## src/rtl/mult_div_if.sv

```systemverilog
// mult_div_if: start/operand/result bus between the control FSM (master) and mult_div_unit (slave)
interface mult_div_if #(parameter int WIDTH = 32);
  logic mult_start, div_start;
  logic [WIDTH-1:0] a, b;
`ifdef MULTDIV_UNSIGNED_EN
  logic unsigned_op;
`endif
  logic busy, done, div_zero;
  logic [WIDTH-1:0] hi, lo;
`ifdef MULTDIV_UNSIGNED_EN
  modport master(output mult_start, div_start, a, b, unsigned_op, input busy, done, div_zero, hi, lo);
  modport slave(input mult_start, div_start, a, b, unsigned_op, output busy, done, div_zero, hi, lo);
`else
  modport master(output mult_start, div_start, a, b, input busy, done, div_zero, hi, lo);
  modport slave(input mult_start, div_start, a, b, output busy, done, div_zero, hi, lo);
`endif
endinterface

```

## src/rtl/mult_div_unit.sv

```systemverilog
// mult_div_unit: multicycle signed mul/div owning HI/LO; `define MULTDIV_UNSIGNED_EN adds unsigned_op (multu/divu)
module mult_div_unit #(parameter int WIDTH = 32) (
  input logic clk,
  input logic reset,
  mult_div_if.slave bus
);
  typedef enum logic [1:0] {IDLE, MULT, DIV, DONE} state_t;
  localparam int CW = $clog2(WIDTH + 1);
  state_t state;
  logic [CW-1:0] cnt;
  logic [WIDTH:0] work_hi, nxt_hi, mul_sum, trial, diff;
  logic [WIDTH-1:0] work_lo, nxt_lo, dvs, mag_a, mag_b, quo_fix, rem_fix, hi, lo;
  logic [2*WIDTH-1:0] prod, prod_fix;
  logic neg_q, neg_r, sa, sb, uns, busy, done, div_zero;
`ifdef MULTDIV_UNSIGNED_EN
  assign uns = bus.unsigned_op;
`else
  assign uns = 1'b0;
`endif
  // Both ops iterate on magnitudes; signs are restored when results are written.
  always_comb begin
    sa = !uns & bus.a[WIDTH-1];
    sb = !uns & bus.b[WIDTH-1];
    mag_a = sa ? -bus.a : bus.a;
    mag_b = sb ? -bus.b : bus.b;
    mul_sum = work_hi + (work_lo[0] ? {1'b0, dvs} : '0);
    trial = {work_hi[WIDTH-1:0], work_lo[WIDTH-1]};
    diff = trial - {1'b0, dvs};
    nxt_hi = state == DIV ? (diff[WIDTH] ? trial : diff) : mul_sum >> 1;
    nxt_lo = state == DIV ? {work_lo[WIDTH-2:0], !diff[WIDTH]} : {mul_sum[0], work_lo[WIDTH-1:1]};
    prod = {nxt_hi[WIDTH-1:0], nxt_lo};
    prod_fix = neg_q ? -prod : prod;
    quo_fix = neg_q ? -nxt_lo : nxt_lo;
    rem_fix = neg_r ? -nxt_hi[WIDTH-1:0] : nxt_hi[WIDTH-1:0];
  end
  always_ff @(posedge clk) begin
    if (reset) begin
      state <= IDLE;
      cnt <= '0;
      work_hi <= '0;
      work_lo <= '0;
      dvs <= '0;
      neg_q <= 1'b0;
      neg_r <= 1'b0;
      hi <= '0;
      lo <= '0;
      busy <= 1'b0;
      done <= 1'b0;
      div_zero <= 1'b0;
    end else begin
      case (state)
        IDLE: if (bus.mult_start || bus.div_start) begin
          work_hi <= '0;
          work_lo <= mag_a;
          dvs <= mag_b;
          neg_q <= sa ^ sb;
          neg_r <= sa;
          cnt <= CW'(WIDTH);
          if (!bus.mult_start && bus.b == '0) begin
            state <= DONE;
            done <= 1'b1;
            div_zero <= 1'b1;
          end else begin
            state <= bus.mult_start ? MULT : DIV;
            busy <= 1'b1;
            div_zero <= 1'b0;
          end
        end
        MULT, DIV: begin
          work_hi <= nxt_hi;
          work_lo <= nxt_lo;
          cnt <= cnt - 1'b1;
          if (cnt == CW'(1)) begin
            state <= DONE;
            busy <= 1'b0;
            done <= 1'b1;
            {hi, lo} <= state == MULT ? prod_fix : {rem_fix, quo_fix};
          end
        end
        DONE: begin
          state <= IDLE;
          done <= 1'b0;
        end
        default: state <= IDLE;
      endcase
    end
  end
  assign bus.busy = busy;
  assign bus.done = done;
  assign bus.div_zero = div_zero;
  assign bus.hi = hi;
  assign bus.lo = lo;
endmodule
```

## src/flat_wrapper.sv

```systemverilog
// flat-port wrapper written by rule: the top's interface ports become plain ports
module mult_div_unit_flat 
#(parameter int WIDTH = 32)
  (clk, reset, bus_mult_start, bus_div_start, bus_a, bus_b, bus_busy, bus_done, bus_div_zero, bus_hi, bus_lo);
  mult_div_if #(.WIDTH(WIDTH)) bus_i ();
  input logic clk;
  input logic reset;
  input wire logic [$bits(bus_i.mult_start)-1:0] bus_mult_start;
  input wire logic [$bits(bus_i.div_start)-1:0] bus_div_start;
  input wire logic [$bits(bus_i.a)-1:0] bus_a;
  input wire logic [$bits(bus_i.b)-1:0] bus_b;
  output wire logic [$bits(bus_i.busy)-1:0] bus_busy;
  output wire logic [$bits(bus_i.done)-1:0] bus_done;
  output wire logic [$bits(bus_i.div_zero)-1:0] bus_div_zero;
  output wire logic [$bits(bus_i.hi)-1:0] bus_hi;
  output wire logic [$bits(bus_i.lo)-1:0] bus_lo;
  assign bus_i.mult_start = bus_mult_start;
  assign bus_i.div_start = bus_div_start;
  assign bus_i.a = bus_a;
  assign bus_i.b = bus_b;
  assign bus_busy = bus_i.busy;
  assign bus_done = bus_i.done;
  assign bus_div_zero = bus_i.div_zero;
  assign bus_hi = bus_i.hi;
  assign bus_lo = bus_i.lo;
  mult_div_unit #(.WIDTH(WIDTH)) u_core (.clk(clk), .reset(reset), .bus(bus_i));
endmodule
```

## config.mk

```make
export PLATFORM = sky130hd
export DESIGN_NAME = mult_div_unit_flat
export DESIGN_NICKNAME = d
export VERILOG_FILES = /design/src/rtl/mult_div_if.sv /design/src/rtl/mult_div_unit.sv /design/src/flat_wrapper.sv
export SDC_FILE = /design/constraint.sdc
export NUM_CORES = 1
export LEC_CHECK = 0
export ABC_AREA = 1
export CAP_MARGIN = 0
export CORE_AREA = 2 2 211 150
export CTS_BUF_LIST = sky130_fd_sc_hd__clkbuf_8 sky130_fd_sc_hd__clkbuf_16
export DETAILED_ROUTE_END_ITERATION = 16
export DIE_AREA = 0 0 213 152
export PLACE_DENSITY = 0.79
export SLEW_MARGIN = 40
export SYNTH_ARGS = -nofsm -noshare
export SYNTH_HDL_FRONTEND = slang
export SYNTH_SLANG_ARGS = --single-unit
```

## constraint.sdc

```tcl
create_clock -name clk -period 4.06 [get_ports clk]
set_input_delay 1.015 -clock clk [delete_from_list [all_inputs] [get_ports clk]]
set_output_delay 1.015 -clock clk [all_outputs]
set_load 0.005 [all_outputs]
```

==> impl_metrics.yaml <==
synth:
  yosys_warnings: 0
  synthTopCellsByCount: "nand2_1 (903), inv_1 (486), nor2_1 (313), a21oi_1 (201), dfxtp_1 (174)"
  synth_edf_count: 0
  synth_area_mm2: 0.0165
  async_flop_share_pct: 0
  avgSynthCellArea_um2: 5.63
  syn_nets: 3078
  synth_cells: 2933
  ys_ff_latch: 174
  ys.flop_type: "dfxtp_1"
  ys_top_cells_by_area: "dfxtp_1 (21%), nand2_1 (21%), inv_1 (11%), nor2_1 (7.1%), a21oi_1 (6.1%)"
  synth.distinct_cells: 54
  ys_seq_area_share_pct: 21.1
  synth_top_area_share_pct: 21.1
  synth_most_common_cell: "nand2_1"
  synth_top_area_cell: "dfxtp_1"
placed_design:
  gp_congestion: 1.04
  portBuffers: 134
  hpwl_um: 54200
  dpl_worst_slack_ns: -0.413
route:
  detail_route.first_pass.iterations: 7
  drt_wl_total_um: 70000
  drc: 0
  route.vias.total: 21100
  drt_iter0_drc: 3136
  via_per_inst: 5.64
  ant_nets: 0
  post_drt_wl_per_cell_um: 18.7
clock_network:
  clock_sinks: 174
  ctsHoldBuffers: 0
  clockRootBuffer: "clkbuf_16"
  cts_tree: "done"
  htreeDepth: 4
  clk_pin_slew_ns: 0.08
  clk_latency_ns: 0.47
  cts_buffer_depth: 2
  cts-buffers-inserted: 17
grt:
  grt_max_degree: 74
  grt_pass1_vias: 18700
  grt_pass1_wl_um: 105000
  grt_remaining_overflow: 0
  antenna_found_initial: 0
  grt_use_total_pct: 41.8
die:
  start_util_pct: 53.9
  die_h_um: 152
  core_area_mm2: 0.0306
  dieArea_mm2: 0.0324
  fp.dieW_um: 213
  ios: 135
  core.rowCount: 54
timing:
  hold_violations: 0
  worst_pin_slew_ns: 0.850
  slew_headroom_pct: 43.0
  setup-violations-final: 17
  timing.final.max_slew_violations: 0
  fin_ws_ns: -0.103
  fin_crit_ns: 4.16
  rsz0062_at_grt: "yes"
  fin_setup_tns_ns: -0.993
  finalCritPeriodShare_pct: 103
  max_freq_mhz: 240
  skew_ns: 0.0138
cells_and_area:
  multiInputGateArea_mm2: 0.0114
  seqCellArea_mm2: 0.00352
  syn2layout_area_growth_pct: 31.6
  antenna_cells: 0
  nFillCells: 2613
  final_layout_size_suffix_gt1_share_pct: 17.1
  fin_nets: 3449
worst_setup_path:
  crit_top_cell: "buf_4"
  critPathBufInv: 9
  crit_fanout: 4
  critPathKind: "flip-flop to flip-flop"
  cpMaxStageDelayCell: "dfxtp_2"
  slowest_delay_ns: 0.35
  crit_path_start_kind: "flip-flop"
  crit_family: "simple AND/OR/NAND/NOR gates"
  cp-end-kind: "flip-flop"
  cp.required_ns: 4.43
  worstPathArrival_ns: 4.53
power_and_ir_drop:
  power_mw: 17.3
  p_leak_nw: 11.1
  vdd_drop_max_uv: 615
  powerDensity_mw_per_mm2: 797
status:
  violations: "setup timing"
  outcome: "finished with violations"
run:
  maxCapViolCount: 0
min_path:
  hp-class: "flip-flop to flip-flop"
[routing by layer]
layer / track usage, % / wire length (µm)
met1: 63.2 / 30400
met4: 8.62 / 1390
met3: 14.9 / 11000
met2: 55.7 / 27200
met5: 0 / 0
[layout make-up]
type,count,area share (%)
inverters,497,8.61
clock buffers,18,2.02
well taps,420,2.42
multi-input cells,2164,52.5
repair buffers,450,17.5
clock inverters,14,0.783
flip-flops and latches,174,16.2
[report_power, final]
group	leakage (nW)	total [mW]	internal, mW	switching (mW)
logic	9.38	13.0	4.94	8.05
registers	1.43	2.54	2.17	0.371
clock network	0.296	1.79	0.899	0.891
total	11.1	17.3	8.01	9.32
[sequential cells by signal, summed over array words and instances (netlist names)]
name,flops
u_core.bus.div_zero,1
u_core.state,2
u_core.dvs,32
u_core.cnt,6
u_core.neg_r,1
u_core.work_hi,33
u_core.bus.busy,1
u_core.bus.done,1
u_core.bus.lo,32
u_core.bus.hi,32
u_core.work_lo,32
u_core.neg_q,1
[cell usage in the layout, fill, tap and decap left out, types with 11 or more instances in the layout]
master,count
inv_1,466
dfxtp_2,25
clkbuf_16,17
buf_4,306
inv_2,26
ha_1,46
a21oi_1,194
nor3_1,29
nand4_1,34
o21ai_2,17
clkdlybuf4s50_1,133
o21ai_0,139
nand3b_1,12
dfxtp_1,147
o221ai_1,11
nand2_1,871
ha_4,26
nand3_1,165
o21ai_1,25
o22ai_1,17
xor2_1,59
nand2_2,35
nor2_2,24
xnor2_1,30
a31oi_1,24
nor2_1,289
[stage by stage]
stage	cells	hold WS, ns	utilization, %	cell area (µm²)
floorplan	2933	0.447	-	16500
global placement	3668	0.459	65.7	20100
detailed placement	3668	0.479	65.7	20100
CTS	3719	0.494	69.2	21200
global route	3737	0.527	71.0	21700
finish	3737	0.490	71.0	21700
[final timing paths]
check,start,end,slack [ns],cells after the start
min,u_core.bus.div_zero$_SDFFE_PP0P_,u_core.bus.div_zero$_SDFFE_PP0P_,0.49,2
max reg2reg,u_core.dvs[28]$_SDFFE_PP0P_,u_core.bus.hi[13]$_SDFFE_PP0P_,-0.10,29
max,u_core.dvs[28]$_SDFFE_PP0P_,u_core.bus.hi[13]$_SDFFE_PP0P_,-0.10,29
min reg2reg,u_core.bus.div_zero$_SDFFE_PP0P_,u_core.bus.div_zero$_SDFFE_PP0P_,0.49,2
[timing repair]
action                                 CTS  global route
gates resized for setup                 68           110
setup endpoints to repair               36            39
pin swaps                               20            46
endpoints found under the hold margin    0             0
buffers inserted                        19            18
[kinds of logic after synthesis]
| logic type | count (synthesis) | share of synthesized area, % |
|---|---|---|
| buffers and inverters | 595 | 13.9 |
| AOI/OAI and AO/OA | 474 | 16.0 |
| DFF | 174 | 21.1 |
| adders and majority gates | 77 | 5.93 |
| and+or+nand+nor | 1523 | 38.2 |
| xor gates and xnor gates | 89 | 4.72 |
| muxes | 1 | 0.0833 |
[worst reg2reg max path, delay by kind of cell, from the launching register on]
family / cells / cell delay, ns
simple gates: 11 / 1.04
xor+xnor: 1 / 0.15
buf+inv: 9 / 0.90
flops: 1 / 0.35
compound gates: 6 / 1.01
fa+ha+maj: 2 / 0.61
No activity file was read; power rests on OpenSTA's default activity.
